==> src/rtl/mem_arbiter_pkg.sv <==
// Shared constants for the data_mem arbiter: bus widths, lock-state encodings and lock/perf defaults.
package mem_arbiter_pkg;

  localparam int MEM_ADDR_WIDTH   = 10;
  localparam int MEM_WORD_WIDTH   = 32;
  localparam int MEM_ARB_MAX_LOCK = 8;
  localparam int MEM_ARB_PERF_W   = 16;

  localparam logic [0:0] ARB_ST_ARB    = 1'b0;
  localparam logic [0:0] ARB_ST_LOCKED = 1'b1;

  // Lock counter must be able to hold the value MAX itself.
  function automatic int lock_cnt_width(input int max_beats);
    return (max_beats < 1) ? 1 : $clog2(max_beats + 1);
  endfunction

endpackage

==> src/rtl/mem_arbiter_if.sv <==
// One requester port of the data_mem arbiter: valid/ready request plus single-cycle read response.
interface mem_arbiter_if
  import mem_arbiter_pkg::*;
#(
  parameter int ADDR_W = MEM_ADDR_WIDTH,
  parameter int DATA_W = MEM_WORD_WIDTH
);
  logic              valid;
  logic              ready;
  logic              write;
  logic              lock;
  logic [ADDR_W-1:0] addr;
  logic [DATA_W-1:0] wdata;
  logic              rsp_valid;
  logic [DATA_W-1:0] rsp_data;

  modport master (output valid, write, lock, addr, wdata, input ready, rsp_valid, rsp_data);
  modport slave  (input valid, write, lock, addr, wdata, output ready, rsp_valid, rsp_data);
endinterface

==> src/rtl/mem_arbiter_rr_grant2.sv <==
// Combinational 2-way round-robin picker: one-hot grant among masked valids, tie goes away from last_grant.
module mem_arbiter_rr_grant2 (
  input  logic [1:0] valid,
  input  logic       last_grant,
  input  logic [1:0] mask,
  output logic [1:0] grant
);
  logic [1:0] eligible;

  always_comb begin
    eligible = valid & mask;
    grant    = eligible;
    if (eligible == 2'b11) begin
      grant = last_grant ? 2'b01 : 2'b10;
    end
  end
endmodule

==> src/rtl/mem_arbiter.sv <==
// Round-robin arbiter sharing data_mem between CPU (req0) and loader (req1), with bounded lock bursts.
// Define MEM_ARB_PERF_EN to add saturating grant/conflict counters.
module mem_arbiter
  import mem_arbiter_pkg::*;
#(
  parameter int ADDR_W         = MEM_ADDR_WIDTH,
  parameter int DATA_W         = MEM_WORD_WIDTH,
  parameter int MAX_LOCK_BEATS = MEM_ARB_MAX_LOCK
`ifdef MEM_ARB_PERF_EN
  ,
  parameter int PERF_W         = MEM_ARB_PERF_W
`endif
) (
  input  logic              clk,
  input  logic              reset,
  input  logic              clk_enable,
  mem_arbiter_if.slave      req0,
  mem_arbiter_if.slave      req1,
  output logic [ADDR_W-1:0] o_mem_read_address,
  output logic [ADDR_W-1:0] o_mem_write_address,
  output logic [DATA_W-1:0] o_mem_write_data,
  output logic              o_mem_write_enable,
  input  logic [DATA_W-1:0] i_mem_read_data
`ifdef MEM_ARB_PERF_EN
  ,
  output logic [PERF_W-1:0] o_grant0_count,
  output logic [PERF_W-1:0] o_grant1_count,
  output logic [PERF_W-1:0] o_conflict_count
`endif
);
  localparam int CNT_W = lock_cnt_width(MAX_LOCK_BEATS);

  logic [0:0]       state;
  logic             last_grant;
  logic [CNT_W-1:0] lock_cnt;
  logic [1:0]       rsp_vld;

  logic [1:0]       valid;
  logic [1:0]       mask;
  logic [1:0]       grant;
  logic [1:0]       xfer;
  logic             active;
  logic             any_xfer;
  logic             sel;
  logic             sel_write;
  logic             sel_lock;
  logic [ADDR_W-1:0] sel_addr;
  logic [DATA_W-1:0] sel_wdata;
  logic [CNT_W-1:0] next_cnt;
  logic             stay_locked;

  assign valid = {req1.valid, req0.valid};

  // While locked the holder is always last_grant, since only it can transfer.
  assign mask = (state == ARB_ST_LOCKED) ? (last_grant ? 2'b10 : 2'b01) : 2'b11;

  mem_arbiter_rr_grant2 u_pick (
    .valid      (valid),
    .last_grant (last_grant),
    .mask       (mask),
    .grant      (grant)
  );

  assign active   = clk_enable & ~reset;
  assign xfer     = grant & {2{active}};
  assign any_xfer = |xfer;

  assign req0.ready = xfer[0];
  assign req1.ready = xfer[1];

  assign sel       = grant[1];
  assign sel_write = sel ? req1.write : req0.write;
  assign sel_lock  = sel ? req1.lock  : req0.lock;
  assign sel_addr  = sel ? req1.addr  : req0.addr;
  assign sel_wdata = sel ? req1.wdata : req0.wdata;

  assign o_mem_read_address  = sel_addr;
  assign o_mem_write_address = sel_addr;
  assign o_mem_write_data    = sel_wdata;
  assign o_mem_write_enable  = any_xfer & sel_write;

  // data_mem is registered, so read data lines up with the cycle after the address.
  assign req0.rsp_valid = rsp_vld[0];
  assign req1.rsp_valid = rsp_vld[1];
  assign req0.rsp_data  = i_mem_read_data;
  assign req1.rsp_data  = i_mem_read_data;

  assign next_cnt    = (state == ARB_ST_LOCKED) ? lock_cnt + CNT_W'(1) : CNT_W'(1);
  assign stay_locked = sel_lock & (next_cnt < CNT_W'(MAX_LOCK_BEATS));

  always_ff @(posedge clk or posedge reset) begin
    if (reset) begin
      state      <= ARB_ST_ARB;
      last_grant <= 1'b1;
      lock_cnt   <= '0;
      rsp_vld    <= 2'b00;
    end else if (clk_enable) begin
      rsp_vld <= xfer & ~{req1.write, req0.write};
      if (any_xfer) begin
        last_grant <= sel;
        if (stay_locked) begin
          state    <= ARB_ST_LOCKED;
          lock_cnt <= next_cnt;
        end else begin
          state    <= ARB_ST_ARB;
          lock_cnt <= '0;
        end
      end
    end
  end

`ifdef MEM_ARB_PERF_EN
  always_ff @(posedge clk or posedge reset) begin
    if (reset) begin
      o_grant0_count   <= '0;
      o_grant1_count   <= '0;
      o_conflict_count <= '0;
    end else if (clk_enable) begin
      if (xfer[0] && (o_grant0_count != '1)) o_grant0_count <= o_grant0_count + PERF_W'(1);
      if (xfer[1] && (o_grant1_count != '1)) o_grant1_count <= o_grant1_count + PERF_W'(1);
      // Both valid means exactly one loses, whether by tie-break or by lock.
      if ((&valid) && (o_conflict_count != '1)) o_conflict_count <= o_conflict_count + PERF_W'(1);
    end
  end
`endif

endmodule

==> src/flat_wrapper.sv <==
// flat-port wrapper written by rule: the top's interface ports become plain ports
module mem_arbiter_flat import mem_arbiter_pkg::*;
#(
  parameter int ADDR_W         = MEM_ADDR_WIDTH,
  parameter int DATA_W         = MEM_WORD_WIDTH,
  parameter int MAX_LOCK_BEATS = MEM_ARB_MAX_LOCK

)
  (clk, reset, clk_enable, o_mem_read_address, o_mem_write_address, o_mem_write_data, o_mem_write_enable, i_mem_read_data, req0_valid, req0_write, req0_lock, req0_addr, req0_wdata, req0_ready, req0_rsp_valid, req0_rsp_data, req1_valid, req1_write, req1_lock, req1_addr, req1_wdata, req1_ready, req1_rsp_valid, req1_rsp_data);
  mem_arbiter_if #(.ADDR_W(ADDR_W), .DATA_W(DATA_W)) req0_i ();
  mem_arbiter_if #(.ADDR_W(ADDR_W), .DATA_W(DATA_W)) req1_i ();
  input  logic clk;
  input  logic reset;
  input  logic clk_enable;
  output logic [ADDR_W-1:0] o_mem_read_address;
  output logic [ADDR_W-1:0] o_mem_write_address;
  output logic [DATA_W-1:0] o_mem_write_data;
  output logic o_mem_write_enable;
  input  logic [DATA_W-1:0] i_mem_read_data;
  input wire logic [$bits(req0_i.valid)-1:0] req0_valid;
  input wire logic [$bits(req0_i.write)-1:0] req0_write;
  input wire logic [$bits(req0_i.lock)-1:0] req0_lock;
  input wire logic [$bits(req0_i.addr)-1:0] req0_addr;
  input wire logic [$bits(req0_i.wdata)-1:0] req0_wdata;
  output wire logic [$bits(req0_i.ready)-1:0] req0_ready;
  output wire logic [$bits(req0_i.rsp_valid)-1:0] req0_rsp_valid;
  output wire logic [$bits(req0_i.rsp_data)-1:0] req0_rsp_data;
  input wire logic [$bits(req1_i.valid)-1:0] req1_valid;
  input wire logic [$bits(req1_i.write)-1:0] req1_write;
  input wire logic [$bits(req1_i.lock)-1:0] req1_lock;
  input wire logic [$bits(req1_i.addr)-1:0] req1_addr;
  input wire logic [$bits(req1_i.wdata)-1:0] req1_wdata;
  output wire logic [$bits(req1_i.ready)-1:0] req1_ready;
  output wire logic [$bits(req1_i.rsp_valid)-1:0] req1_rsp_valid;
  output wire logic [$bits(req1_i.rsp_data)-1:0] req1_rsp_data;
  assign req0_i.valid = req0_valid;
  assign req0_i.write = req0_write;
  assign req0_i.lock = req0_lock;
  assign req0_i.addr = req0_addr;
  assign req0_i.wdata = req0_wdata;
  assign req0_ready = req0_i.ready;
  assign req0_rsp_valid = req0_i.rsp_valid;
  assign req0_rsp_data = req0_i.rsp_data;
  assign req1_i.valid = req1_valid;
  assign req1_i.write = req1_write;
  assign req1_i.lock = req1_lock;
  assign req1_i.addr = req1_addr;
  assign req1_i.wdata = req1_wdata;
  assign req1_ready = req1_i.ready;
  assign req1_rsp_valid = req1_i.rsp_valid;
  assign req1_rsp_data = req1_i.rsp_data;
  mem_arbiter #(.ADDR_W(ADDR_W), .DATA_W(DATA_W), .MAX_LOCK_BEATS(MAX_LOCK_BEATS)) u_core (.clk(clk), .reset(reset), .clk_enable(clk_enable), .req0(req0_i), .req1(req1_i), .o_mem_read_address(o_mem_read_address), .o_mem_write_address(o_mem_write_address), .o_mem_write_data(o_mem_write_data), .o_mem_write_enable(o_mem_write_enable), .i_mem_read_data(i_mem_read_data));
endmodule
==> config.mk <==
export PLATFORM = sky130hd
export DESIGN_NAME = mem_arbiter_flat
export DESIGN_NICKNAME = d
export VERILOG_FILES = /design/src/rtl/mem_arbiter_pkg.sv /design/src/rtl/mem_arbiter_if.sv /design/src/rtl/mem_arbiter_rr_grant2.sv /design/src/rtl/mem_arbiter.sv /design/src/flat_wrapper.sv
export SDC_FILE = /design/constraint.sdc
export NUM_CORES = 1
export LEC_CHECK = 0
export ABC_AREA = 1
export BUFFER_PORTS_ARGS = -buffer_cell sky130_fd_sc_hd__buf_2
export CELL_PAD_IN_SITES_DETAIL_PLACEMENT = 0
export CELL_PAD_IN_SITES_GLOBAL_PLACEMENT = 1
export CORE_UTILIZATION = 17
export DETAILED_ROUTE_END_ITERATION = 10
export GPL_TIMING_DRIVEN = 0
export PLACE_DENSITY_LB_ADDON = 0.05
export SKIP_CTS_REPAIR_TIMING = 1
export SYNTH_ARGS = -nofsm -noshare
export SYNTH_HDL_FRONTEND = slang
export SYNTH_SLANG_ARGS = --single-unit
==> constraint.sdc <==
create_clock -name clk -period 1.8 [get_ports clk]
set_clock_uncertainty 0.1 [all_clocks]
set_input_delay 0.18 -clock clk [delete_from_list [all_inputs] [get_ports clk]]
set_output_delay 0.18 -clock clk [all_outputs]
set_load 0.01 [all_outputs]
# [Word-level counts from Yosys, hierarchy flattened]
# Index checks and enable logic that the tools add are counted.
[classes] n_mux=11 order_cmp=1 n_addsub=1 n_bitwise=8 eq_ne=1 reduce_logical=2
[op_table] cell="32-bit 2-to-1 mux" n=1
[op_table] cell="10-bit 2-to-1 mux" n=1
[op_table] cell="2-bit 2-to-1 mux" n=4
[op_table] cell="4-bit 2-to-1 mux" n=2
[op_table] cell="2-bit bitwise AND" n=3
[op_table] cell="4-bit by 1-bit adder with 4-bit output, second input constant" n=1
[op_table] cell="4-bit < comparator, second input constant" n=1
[op_table] cell="1-bit bitwise AND" n=3
[op_table] cell="1-bit 2-to-1 mux" n=3
[op_table] cell="2-bit equality test, second input constant" n=1
[op_table] cell="2-bit inverter" n=1
[op_table] cell="2-bit AND reduction" n=1
[op_table] cell="2-bit OR reduction" n=1
[op_table] cell="1-bit inverter" n=1
[word_totals] register_bits=8 wordCells=28 out_inout_bits=121 input_bits=125

# [Depth between registers and ports, before layout]
# Gate-level depths: netlist (run 1).
[logic_depth] ltp_word=8 depth_mapped=8 ltp_nobuf=8

# [Hierarchy]
# From an unflattened synthesis (run 1), not the netlist that was laid out.
[unflattened] hier_cells=278 hier_area_um2=1546.5
[by_module_without_submodules] mod="mem_arbiter" seq_area_each_um2=201.4 cells_each=270 area_each_um2=1515.2 instances=1
[by_module_without_submodules] mod="mem_arbiter_rr_grant2" seq_area_each_um2=0.0 cells_each=8 area_each_um2=31.3 instances=1

# [Worst setup path after synthesis (run 1)]
# OpenSTA, ideal clock, no wires.
[synth_path] path_type="register to output" start="register u_core.last_grant" end="output o_mem_write_address[3]" n_path_buf=2 arrival_ns=1.479 stages_incl_launch_ff=7 t_required_ns=1.520 path_slack_ns=0.041 path_cell_list="dfstp_2 > inv_1 > a21oi_4 > nand2_4 > buf_6 > mux2_2 > buf_4"
[synth_between] elab_chain_cells=6 elab_cells_between_ends=7 classes_between="eq/ne (1); mux (5); bitwise (1)"
[synth_lines] element="from (decl)" line="mem_arbiter.sv:34" rtl="logic last_grant;"
[synth_lines] element="from (signal assigned)" line="mem_arbiter.sv:100" rtl="last_grant <= sel;"
[synth_lines] element="2-bit 2-to-1 mux (2 in series)" line="mem_arbiter.sv:55" rtl="assign mask = (state == ARB_ST_LOCKED) ? (last_grant ? 2'b10 : 2'b01) : 2'b11;"
[synth_lines] element="2-bit bitwise AND" line="mem_arbiter_rr_grant2.sv:11" rtl="eligible = valid & mask;"
[synth_lines] element="2-bit equality test" line="mem_arbiter_rr_grant2.sv:13" rtl="if (eligible == 2'b11) begin"
[synth_lines] element="2-bit 2-to-1 mux (*)" line="mem_arbiter_rr_grant2.sv:13"
[synth_lines] element="10-bit 2-to-1 mux (*)" line="mem_arbiter.sv:74" rtl="assign sel_addr = sel ? req1.addr : req0.addr;"
[synth_lines] element="to (decl)" line="flat_wrapper.sv:16" rtl="output logic [ADDR_W-1:0] o_mem_write_address;"
# Every way passes the cells marked *; elsewhere a longest branch is shown, timed or not.

# [Final worst setup path (run 1)]
[layout_path] start="register u_core.last_grant" end="output o_mem_write_data[4]"
[layout_between] elab_chain_cells=6 elab_cells_between_ends=7 classes_between="eq/ne (1); mux (5); bitwise (1)"
[layout_lines] element="2-bit 2-to-1 mux (2 in series)" line="mem_arbiter.sv:55"
[layout_lines] element="2-bit bitwise AND" line="mem_arbiter_rr_grant2.sv:11"
[layout_lines] element="2-bit equality test" line="mem_arbiter_rr_grant2.sv:13"
[layout_lines] element="2-bit 2-to-1 mux (*)" line="mem_arbiter_rr_grant2.sv:13"
[layout_lines] element="32-bit 2-to-1 mux (*)" line="mem_arbiter.sv:75" rtl="assign sel_wdata = sel ? req1.wdata : req0.wdata;"
[layout_lines] element="to (decl)" line="flat_wrapper.sv:17" rtl="output logic [DATA_W-1:0] o_mem_write_data;"
# Marks and branches as above.

==> metrics.txt, run 1 <==
# TYPE chip_impl_metric gauge
chip_impl_metric{name="clock_tree.buffer_depth",unit=""} 2
chip_impl_metric{name="grt_pass1_vias",unit=""} 1783
chip_impl_metric{name="drtAntennaViolNets",unit=""} 0
chip_impl_metric{name="fp-row-count",unit=""} 34
chip_impl_metric{name="totalPowerFinal",unit="mW"} 2.31
chip_impl_metric{name="fmaxAchievable",unit="GHz"} 0.469
chip_impl_metric{name="groute.usage.overall",unit=""} 0.127
chip_impl_metric{name="pwr_density_cell",unit="nW/um^2"} 752
chip_impl_metric{name="cts_made_buffers",unit=""} 3
chip_impl_info{name="reg2reg_to",value="u_core.lock_cnt[0]"} 1
chip_impl_metric{name="layout_setup_ws",unit="ns"} -0.333
chip_impl_metric{name="synth.distinct_cells",unit=""} 17
chip_impl_metric{name="pre_cts_ws",unit="ns"} -0.179
chip_impl_info{name="layout.cells.most_common",value="buf_2"} 1
chip_impl_metric{name="final_core_util",unit=""} 0.351
chip_impl_metric{name="routed-via-count",unit=""} 1944
chip_impl_metric{name="whs_path_depth",unit=""} 2
chip_impl_metric{name="hpwlAfterDp",unit="um"} 5940
chip_impl_info{name="worstReg2RegStart",value="u_core.last_grant"} 1
chip_impl_info{name="post_synth_main_area_contributors",value="buf_4, mux2_2, dfrtp_1"} 1
chip_impl_info{name="worst_setup_path_end_kind",value="output pin"} 1
chip_impl_metric{name="arrival",unit="ns"} 1.85
chip_impl_metric{name="drt_drc_violations_left",unit=""} 0
chip_impl_metric{name="start_util",unit=""} 0.177
chip_impl_info{name="failing_checks",value="negative setup slack"} 1
chip_impl_metric{name="critical_path_required",unit="ns"} 1.52
chip_impl_metric{name="yosys_warnings",unit=""} 0
chip_impl_info{name="run_status",value="complete, but fails checks"} 1
chip_impl_metric{name="fillers",unit=""} 947
chip_impl_metric{name="synthesized_instance_count",unit=""} 184
chip_impl_metric{name="numPortBuffers",unit=""} 213
chip_impl_info{name="timing.setup.critical_path_class",value="flip-flop to output pin"} 1
chip_impl_metric{name="synth_sequential_area_ratio",unit=""} 0.130
chip_impl_metric{name="h-tree-depth",unit=""} 1
chip_impl_metric{name="post-route-min-period",unit="ns"} 2.13
chip_impl_metric{name="drt_first_pass_iters",unit=""} 4
chip_impl_metric{name="yosys_register_bits",unit=""} 8
chip_impl_metric{name="core-area",unit="um^2"} 8760
chip_impl_metric{name="grt_pass1_wl",unit="um"} 9510
chip_impl_metric{name="timing_hold_violations_final",unit=""} 0
chip_impl_metric{name="final.period_utilization",unit=""} 1.18
chip_impl_metric{name="drive_above_1_share",unit=""} 0.856
chip_impl_metric{name="timing.slew.headroom",unit=""} 0.791
chip_impl_metric{name="drt-total-wl",unit="um"} 6680
chip_impl_metric{name="worst_setup_hold_path_clk_slew",unit="ns"} 0.04
chip_impl_info{name="timing.hold.worst_endpoint",value="u_core.rsp_vld[0]"} 1
chip_impl_metric{name="worstPathMaxFanout",unit=""} 5
chip_impl_metric{name="area_growth",unit="%"} 98.4
chip_impl_metric{name="drt_first_iter_violations",unit=""} 11
chip_impl_info{name="hold_path_startpoint",value="req0_write"} 1
chip_impl_info{name="yosysTopAreaCell",value="buf_4"} 1
chip_impl_metric{name="timing_worst_slew_pin_value",unit="ns"} 0.313
chip_impl_metric{name="drt-vias-per-instance",unit=""} 3.74
chip_impl_metric{name="floorplan.die.height",unit="um"} 97.5
chip_impl_metric{name="max_cap_viol_count",unit=""} 0
chip_impl_metric{name="post_synth_instance_area",unit="um^2"} 1550
chip_impl_metric{name="reg2regPathDepth",unit=""} 8
chip_impl_info{name="rsz_0062_raised_after_global_routing",value="yes"} 1
chip_impl_metric{name="final-setup-viol-count",unit=""} 54
chip_impl_metric{name="power.ir.vdd_worst",unit="mV"} 0.187
chip_impl_metric{name="nets",unit=""} 538
chip_impl_metric{name="postSynthNetCount",unit=""} 310
chip_impl_info{name="setup.worst_path.start_class",value="flip-flop"} 1
chip_impl_metric{name="avgSynthCellArea",unit="um^2"} 8.42
chip_impl_metric{name="cts.sink_count",unit=""} 8
chip_impl_metric{name="fp.dieArea",unit="um^2"} 9500
chip_impl_info{name="clock-root-buffer",value="clkbuf_8"} 1
chip_impl_info{name="cts_tree",value="yes"} 1
chip_impl_metric{name="final-instance-count-excl-fill",unit=""} 520
chip_impl_info{name="min-delay-path-class",value="primary input to flip-flop"} 1
chip_impl_metric{name="yosys.area.top_type_share",unit=""} 0.359
chip_impl_info{name="layout_common_cells",value="buf_2, buf_4, mux2_2"} 1
chip_impl_metric{name="grt_max_degree",unit=""} 11
chip_impl_metric{name="timing_max_transition_violations_final",unit=""} 0
chip_impl_metric{name="dp.cells",unit=""} 505
chip_impl_metric{name="clk_latency",unit="ns"} 0.22
chip_impl_metric{name="finalWeightedCongestion",unit=""} 0.720
chip_impl_metric{name="setup.reg_to_reg.worst_slack",unit="ns"} 0.11
chip_impl_metric{name="die_width",unit="um"} 97.5
chip_impl_metric{name="boundaryPins",unit=""} 246
chip_impl_metric{name="initial_antenna_violation_count",unit=""} 1
chip_impl_metric{name="wire_per_inst",unit="um"} 12.8
chip_impl_metric{name="gr-total-overflow",unit=""} 0
chip_impl_metric{name="static_leakage_power",unit="nW"} 1.83
==> cells in the mapped netlist <==
library cell,count
nand3_2,1
nor2_1,3
mux2_2,42
inv_2,1
a21oi_4,1
dfstp_2,1
ha_1,1
dfrtp_1,7
nand2_4,1
nand2_1,21
nand4_1,4
xnor2_1,1
inv_1,11
nand3_1,7
buf_4,74
o21ai_0,4
buf_6,4
==> worst max-delay path, stage by stage, from the launching register on <==
cell,delay (ns)
dfstp_2,0.55
inv_2,0.06
a21oi_4,0.19
nand2_4,0.11
buf_4,0.17
clkbuf_16,0.15
mux2_2,0.26
buf_2,0.14
==> per-layer routing <==
metal / vias to the layer above / GRT usage / routed length, um / share of wire
li1: 985 / - / - / -
met2: 138 / 0.261 / 3910 / 0.58
met5: - / 0 / 0 / 0
met4: 0 / 0.0283 / 21 / 0.0031
met3: 2 / 0.0209 / 517 / 0.077
met1: 819 / 0.130 / 2230 / 0.33
==> area by class of cell <==
| cell class | instances | area [um^2] | share of cell area |
|---|---|---|---|
| Timing Repair Buffer | 224 | 1310 | 0.426 |
| Multi-Input combinational cell | 86 | 724 | 0.236 |
| Buffer | 77 | 609 | 0.198 |
| Sequential cell | 8 | 203 | 0.0660 |
| Tap cell | 108 | 135 | 0.0440 |
| Clock buffer | 4 | 45.0 | 0.0147 |
| Inverter | 12 | 45.0 | 0.0147 |
| Antenna cell | 1 | 2.50 | 0.000814 |
==> registers in the layout (all words and copies together), names as in the netlist <==
name and cells:
u_core.state 1, u_core.rsp_vld 2, u_core.lock_cnt 4, u_core.last_grant 1
==> cells by family after synthesis <==
logic type,count (synthesis),share of synthesized area
AOI/OAI and AO/OA,5,0.0234
muxes,42,0.305
and+or+nand+nor,37,0.111
DFF,8,0.130
buffers and inverters,90,0.417
xor gates and xnor gates,1,0.00566
adders and majority gates,1,0.00808
==> worst max-delay path by stage <==
stage,startpoint,end,slack [ns],cells after the start
floorplan,u_core.last_grant,o_mem_write_address[3],0.04,6
global placement,u_core.state,o_mem_write_address[0],-0.18,7
detailed placement,u_core.state,o_mem_write_address[3],-0.18,7
CTS,u_core.state,o_mem_write_address[3],-0.43,7
global route,u_core.state,o_mem_write_address[1],-0.41,7
finish,u_core.last_grant,o_mem_write_data[4],-0.33,7
==> metrics by stage <==
stage          setup TNS (ns)  hold slack, ns  cell area, um^2
2_1_floorplan               0         -0.0970             1550
3_3_place_gp            -3.43          0.0583             2750
3_5_place_dp            -2.94          0.0500             2750
4_1_cts                -15.66          -0.191             2800
5_1_grt                -17.93          0.0726             3070
6_report               -13.81          0.0692             3070
==> power by group <==
part | switching (mW) | leakage [nW] | internal [mW]
Clock | 0.0660 | 0.0228 | 0.153
Combinational | 0.745 | 1.70 | 1.06
Sequential | 0.0584 | 0.103 | 0.233
Note: power is estimated with default switching activity, not from simulation.
==> run 2: changes to the inputs <==
Settings changed: MAX_ROUTING_LAYER set to met4.
==> metrics.txt, run 2 (synthesis results as in run 1) <==
# TYPE chip_impl_metric gauge
chip_impl_info{name="run_status",value="complete, but fails checks"} 1
chip_impl_info{name="failing_checks",value="negative setup slack"} 1
chip_impl_metric{name="grt_pass1_wl",unit="um"} 9470
chip_impl_info{name="critical_path.endpoint",value="o_mem_write_data[4]"} 1
chip_impl_info{name="slowest_stage",value="dfstp_2"} 1
chip_impl_metric{name="clk_latency",unit="ns"} 0.22
chip_impl_info{name="layout.cells.most_common",value="buf_2"} 1
chip_impl_metric{name="timing_hold_violations_final",unit=""} 0
chip_impl_info{name="top_regs",value="u_core.lock_cnt: 4 flops, u_core.rsp_vld: 2 flops"} 1
chip_impl_info{name="worst_setup_path_end_kind",value="output pin"} 1
chip_impl_metric{name="largest_register_ff_count",unit=""} 4
chip_impl_metric{name="met1_length",unit="um"} 2300
chip_impl_metric{name="numPortBuffers",unit=""} 213
chip_impl_metric{name="cts_made_buffers",unit=""} 3
chip_impl_info{name="rsz_0062_raised_after_global_routing",value="yes"} 1
chip_impl_metric{name="totalPowerFinal",unit="mW"} 2.31
chip_impl_metric{name="max_cap_viol_count",unit=""} 0
chip_impl_metric{name="reg2regPathDepth",unit=""} 8
chip_impl_metric{name="drt_first_iter_violations",unit=""} 17
chip_impl_metric{name="timing_worst_slew_pin_value",unit="ns"} 0.313
chip_impl_metric{name="met2WireLength",unit="um"} 3880
chip_impl_metric{name="layout_setup_ws",unit="ns"} -0.332
chip_impl_metric{name="initial_antenna_violation_count",unit=""} 1
chip_impl_metric{name="drt-vias-per-instance",unit=""} 3.74
chip_impl_metric{name="grt_max_degree",unit=""} 11
chip_impl_metric{name="die_width",unit="um"} 97.5
chip_impl_info{name="reg2reg_to",value="u_core.lock_cnt[0]"} 1
chip_impl_metric{name="floorplan.die.height",unit="um"} 97.5
chip_impl_metric{name="worstPathMaxFanout",unit=""} 5
chip_impl_metric{name="drt-total-wl",unit="um"} 6680
chip_impl_metric{name="drtAntennaViolNets",unit=""} 0
chip_impl_metric{name="grt_pass1_vias",unit=""} 1793
chip_impl_metric{name="drt_first_pass_iters",unit=""} 4
chip_impl_metric{name="power.ir.vdd_worst",unit="mV"} 0.188
chip_impl_metric{name="dr_wl_met3",unit="um"} 459
chip_impl_metric{name="worst_setup_hold_path_clk_slew",unit="ns"} 0.04
chip_impl_info{name="crit_chain",value="inv_2 -> a21oi_4 -> nand2_4 -> buf_4 -> clkbuf_16 -> mux2_2 -> buf_2"} 1
chip_impl_info{name="clock-root-buffer",value="clkbuf_8"} 1
chip_impl_metric{name="timing.slew.headroom",unit=""} 0.791
chip_impl_metric{name="drive_above_1_share",unit=""} 0.856
chip_impl_metric{name="design_area",unit="um^2"} 3070
chip_impl_metric{name="area_growth",unit="%"} 98.4
chip_impl_metric{name="boundaryPins",unit=""} 246
chip_impl_metric{name="clock_tree.buffer_depth",unit=""} 2
chip_impl_metric{name="hpwlAfterDp",unit="um"} 5940
chip_impl_metric{name="fp-row-count",unit=""} 34
chip_impl_metric{name="routed-via-count",unit=""} 1947
chip_impl_metric{name="setup.reg_to_reg.worst_slack",unit="ns"} 0.10
chip_impl_metric{name="final-setup-viol-count",unit=""} 54
chip_impl_metric{name="final.period_utilization",unit=""} 1.18
chip_impl_metric{name="start_util",unit=""} 0.177
chip_impl_info{name="setup.worst_path.start_class",value="flip-flop"} 1
chip_impl_metric{name="core-area",unit="um^2"} 8760
chip_impl_info{name="timing.setup.critical_path_class",value="flip-flop to output pin"} 1
chip_impl_metric{name="h-tree-depth",unit=""} 1
chip_impl_metric{name="final_core_util",unit=""} 0.351
chip_impl_metric{name="critical-path-max-stage-delay",unit="ns"} 0.55
chip_impl_info{name="layout_common_cells",value="buf_2, buf_4, mux2_2"} 1
chip_impl_metric{name="critical_path_required",unit="ns"} 1.52
chip_impl_metric{name="fmaxAchievable",unit="GHz"} 0.469
chip_impl_info{name="min-delay-path-class",value="primary input to flip-flop"} 1
chip_impl_metric{name="gr-total-overflow",unit=""} 0
chip_impl_metric{name="fp.dieArea",unit="um^2"} 9500
chip_impl_metric{name="drt_drc_violations_left",unit=""} 0
chip_impl_info{name="regMostFlops",value="u_core.lock_cnt"} 1
chip_impl_metric{name="placed_cell_area",unit="um^2"} 2750
chip_impl_metric{name="post-route-min-period",unit="ns"} 2.13
chip_impl_info{name="worstReg2RegStart",value="u_core.last_grant"} 1
chip_impl_metric{name="arrival",unit="ns"} 1.85
chip_impl_metric{name="wire_per_inst",unit="um"} 12.8
chip_impl_metric{name="finalWeightedCongestion",unit=""} 0.728
chip_impl_info{name="dr.max_layer_used",value="met4"} 1
chip_impl_metric{name="pwr_density_cell",unit="nW/um^2"} 752
chip_impl_metric{name="groute.usage.overall",unit=""} 0.130
chip_impl_metric{name="timing_max_transition_violations_final",unit=""} 0
chip_impl_info{name="worstSetupStartpoint",value="u_core.last_grant"} 1
chip_impl_metric{name="static_leakage_power",unit="nW"} 1.83
chip_impl_metric{name="nets",unit=""} 538
chip_impl_metric{name="cts.sink_count",unit=""} 8
chip_impl_info{name="cts_tree",value="yes"} 1
run 2: worst min path at each step:
stage / start / endpoint / cells past startpoint
final: req0_write / u_core.rsp_vld[0] / 2
after CTS: reset / u_core.lock_cnt[3] / 2
after floorplan: reset / u_core.lock_cnt[0] / 1
after global routing: req0_write / u_core.rsp_vld[0] / 2
after detailed placement: reset / u_core.lock_cnt[3] / 2
after global placement: reset / u_core.lock_cnt[1] / 2
run 2: critical path: cells and delay by family (launching register included):
kind            cells  cell delay (ns)
mux                 1             0.26
simple gates        1             0.11
compound gates      1             0.19
buf+inv             4             0.52
flops               1             0.55
run 2: layer usage:
layer / track usage / vias up
met2: 0.261 / 138
li1: - / 985
met1: 0.134 / 820
met4: 0.0283 / 0
met5: - / -
met3: 0.0137 / 4
run 2: power by group:
part | internal, mW | switching (mW) | total (mW)
logic | 1.06 | 0.746 | 1.80
clock network | 0.153 | 0.0660 | 0.219
registers | 0.233 | 0.0583 | 0.292
total | 1.44 | 0.870 | 2.31
run 2: layout make-up:
type,count,area [um^2]
Antenna cell,1,2.50
Clock buffer,4,45.0
Tap cell,108,135
Timing Repair Buffer,224,1310
Multi-Input combinational cell,86,724
Fill cell,947,5690
Sequential cell,8,203
Inverter,12,45.0
Buffer,77,609
run 2: per-stage QoR:
step,hold WS [ns],worst slack (ns),cells,setup TNS [ns]
floorplan,-0.0970,0.0406,184,0
global placement,0.0583,-0.179,505,-3.43
detailed placement,0.0500,-0.179,505,-2.94
CTS,-0.191,-0.425,509,-15.66
global route,0.0726,-0.408,520,-17.93
finish,0.0695,-0.332,520,-13.81
==> run 3: changes to the inputs <==
Settings changed: BUFFER_PORTS_ARGS -buffer_cell sky130_fd_sc_hd__buf_2 to unset, CORE_AREA set to 2 2 95 97, CORE_UTILIZATION 17 to unset, DIE_AREA set to 0 0 97 99, DONT_BUFFER_PORTS set to 1, RECOVER_POWER set to 50.
==> metrics.txt, run 3 (synthesis results as in run 1) <==
# TYPE chip_impl_metric gauge
chip_impl_info{name="run_status",value="complete, but fails checks"} 1
chip_impl_info{name="failing_checks",value="negative setup slack"} 1
chip_impl_metric{name="cts.sink_count",unit=""} 8
chip_impl_metric{name="totalPowerFinal",unit="mW"} 1.88
chip_impl_info{name="regMostFlops",value="u_core.lock_cnt"} 1
chip_impl_metric{name="grt_util_met1",unit=""} 0.104
chip_impl_metric{name="clock_tree.buffer_depth",unit=""} 2
chip_impl_metric{name="placed_cell_area",unit="um^2"} 1680
chip_impl_info{name="top_regs",value="u_core.lock_cnt: 4 flops, u_core.rsp_vld: 2 flops"} 1
chip_impl_metric{name="timing_hold_violations_final",unit=""} 0
chip_impl_metric{name="grtUsageMet2",unit=""} 0.178
chip_impl_metric{name="boundaryPins",unit=""} 246
chip_impl_metric{name="final-setup-viol-count",unit=""} 53
chip_impl_metric{name="hpwlAfterDp",unit="um"} 4900
chip_impl_metric{name="clk_latency",unit="ns"} 0.23
chip_impl_metric{name="die_width",unit="um"} 97
chip_impl_metric{name="drtAntennaViolNets",unit=""} 0
chip_impl_metric{name="drt_first_iter_violations",unit=""} 9
chip_impl_metric{name="numPortBuffers",unit=""} 0
chip_impl_info{name="clock-root-buffer",value="clkbuf_8"} 1
chip_impl_metric{name="timing.slew.headroom",unit=""} 0.762
chip_impl_metric{name="arrival",unit="ns"} 1.78
chip_impl_metric{name="power.ir.vdd_worst",unit="mV"} 0.293
chip_impl_info{name="critical_path.endpoint",value="o_mem_write_address[5]"} 1
chip_impl_metric{name="grtUsageMet3",unit=""} 0.0113
chip_impl_metric{name="groute.usage.overall",unit=""} 0.0958
chip_impl_metric{name="pwr_density_cell",unit="nW/um^2"} 1030
chip_impl_metric{name="finalWeightedCongestion",unit=""} 0.778
chip_impl_metric{name="grt_pass1_wl",unit="um"} 7110
chip_impl_metric{name="start_util",unit=""} 0.181
chip_impl_info{name="worstReg2RegStart",value="u_core.last_grant"} 1
chip_impl_metric{name="fillers",unit=""} 990
chip_impl_metric{name="fmaxAchievable",unit="GHz"} 0.484
chip_impl_metric{name="grt_pass1_vias",unit=""} 1277
chip_impl_metric{name="critical_path_required",unit="ns"} 1.52
chip_impl_info{name="setup.worst_path.start_class",value="flip-flop"} 1
chip_impl_metric{name="gr-total-overflow",unit=""} 0
chip_impl_metric{name="drt-vias-per-instance",unit=""} 4.13
chip_impl_info{name="rsz_0062_raised_after_global_routing",value="yes"} 1
chip_impl_metric{name="area_growth",unit="%"} 17.6
chip_impl_metric{name="static_leakage_power",unit="nW"} 0.847
chip_impl_metric{name="worst_setup_hold_path_clk_slew",unit="ns"} 0.05
chip_impl_info{name="grt_busiest_layer",value="met2"} 1
chip_impl_metric{name="fp-row-count",unit=""} 34
chip_impl_metric{name="timing_worst_slew_pin_value",unit="ns"} 0.356
chip_impl_metric{name="antenna_cells",unit=""} 0
chip_impl_info{name="worstSetupStartpoint",value="u_core.last_grant"} 1
chip_impl_metric{name="wire_per_inst",unit="um"} 17.9
chip_impl_info{name="reg2reg_to",value="u_core.lock_cnt[1]"} 1
chip_impl_metric{name="drt-total-wl",unit="um"} 5540
chip_impl_metric{name="h-tree-depth",unit=""} 1
chip_impl_metric{name="setup_tns",unit="ns"} -11.47
chip_impl_info{name="layout_common_cells",value="clkbuf_1, mux2_2, buf_4"} 1
chip_impl_metric{name="post-route-min-period",unit="ns"} 2.06
chip_impl_metric{name="max_cap_viol_count",unit=""} 0
chip_impl_metric{name="nets",unit=""} 328
chip_impl_metric{name="timing_max_transition_violations_final",unit=""} 0
chip_impl_metric{name="initial_antenna_violation_count",unit=""} 0
chip_impl_metric{name="reg2regPathDepth",unit=""} 7
chip_impl_metric{name="grt_max_degree",unit=""} 11
chip_impl_metric{name="floorplan.die.height",unit="um"} 99
chip_impl_metric{name="cts_made_buffers",unit=""} 3
chip_impl_info{name="worst_setup_path_end_kind",value="output pin"} 1
chip_impl_metric{name="worstPathMaxFanout",unit=""} 7
chip_impl_metric{name="drt_first_pass_iters",unit=""} 4
chip_impl_info{name="timing.setup.critical_path_class",value="flip-flop to output pin"} 1
chip_impl_metric{name="core-area",unit="um^2"} 8550
chip_impl_metric{name="drive_above_1_share",unit=""} 0.493
chip_impl_metric{name="fp.dieArea",unit="um^2"} 9600
chip_impl_metric{name="design_area",unit="um^2"} 1820
chip_impl_metric{name="routed-via-count",unit=""} 1276
chip_impl_metric{name="final.period_utilization",unit=""} 1.15
chip_impl_metric{name="layout_setup_ws",unit="ns"} -0.264
chip_impl_metric{name="drt_drc_violations_left",unit=""} 0
chip_impl_info{name="min-delay-path-class",value="primary input to flip-flop"} 1
chip_impl_metric{name="final.hold.worst_slack",unit="ns"} 0.0620
chip_impl_info{name="cts_tree",value="yes"} 1
chip_impl_metric{name="final_core_util",unit=""} 0.213
chip_impl_metric{name="largest_register_ff_count",unit=""} 4
chip_impl_info{name="layout.cells.most_common",value="clkbuf_1"} 1
chip_impl_metric{name="setup.reg_to_reg.worst_slack",unit="ns"} 0.11
==> run 3: routing by layer <==
metal	share of wire	up-vias
li1	-	562
met1	0.35	570
met2	0.53	134
met3	0.089	10
met4	0.026	0
met5	0	-
==> run 3: metrics by stage <==
step | std cells | setup WS, ns
finish | 309 | -0.264
global route | 309 | -0.321
CTS | 296 | -0.414
detailed placement | 292 | -0.155
global placement | 292 | -0.133
floorplan | 184 | 0.0406
==> run 3: final cells by class <==
class	count	area, um^2	share of cell area
Buffer	78	492	0.270
Tap cell	108	135	0.0742
Inverter	12	45.0	0.0247
Clock buffer	4	45.0	0.0247
Sequential cell	8	203	0.111
Timing Repair Buffer	13	140	0.0769
Multi-Input combinational cell	86	762	0.418
==> run 3: worst min-delay path by stage <==
stage                     startpoint            endpoint  depth (start not counted)
final                     clk_enable   u_core.rsp_vld[1]                          3
after global routing      clk_enable   u_core.rsp_vld[1]                          3
after CTS                      reset   u_core.rsp_vld[1]                          1
after detailed placement       reset   u_core.rsp_vld[1]                          1
after global placement         reset  u_core.lock_cnt[3]                          1
after floorplan                reset  u_core.lock_cnt[0]                          1
==> run 3: where the power goes <==
| part | internal (mW) | switching, mW |
|---|---|---|
| clock network | 0.154 | 0.0768 |
| logic | 0.702 | 0.647 |
| registers | 0.233 | 0.0691 |
| total | 1.09 | 0.793 |
==> run 3: worst max-delay path: stages, from the launching register on <==
cell and delay (ns):
dfstp_2 0.56, inv_2 0.06, a21oi_4 0.21, nand2_4 0.11, buf_8 0.15, mux2_4 0.33
buf_6 0.13
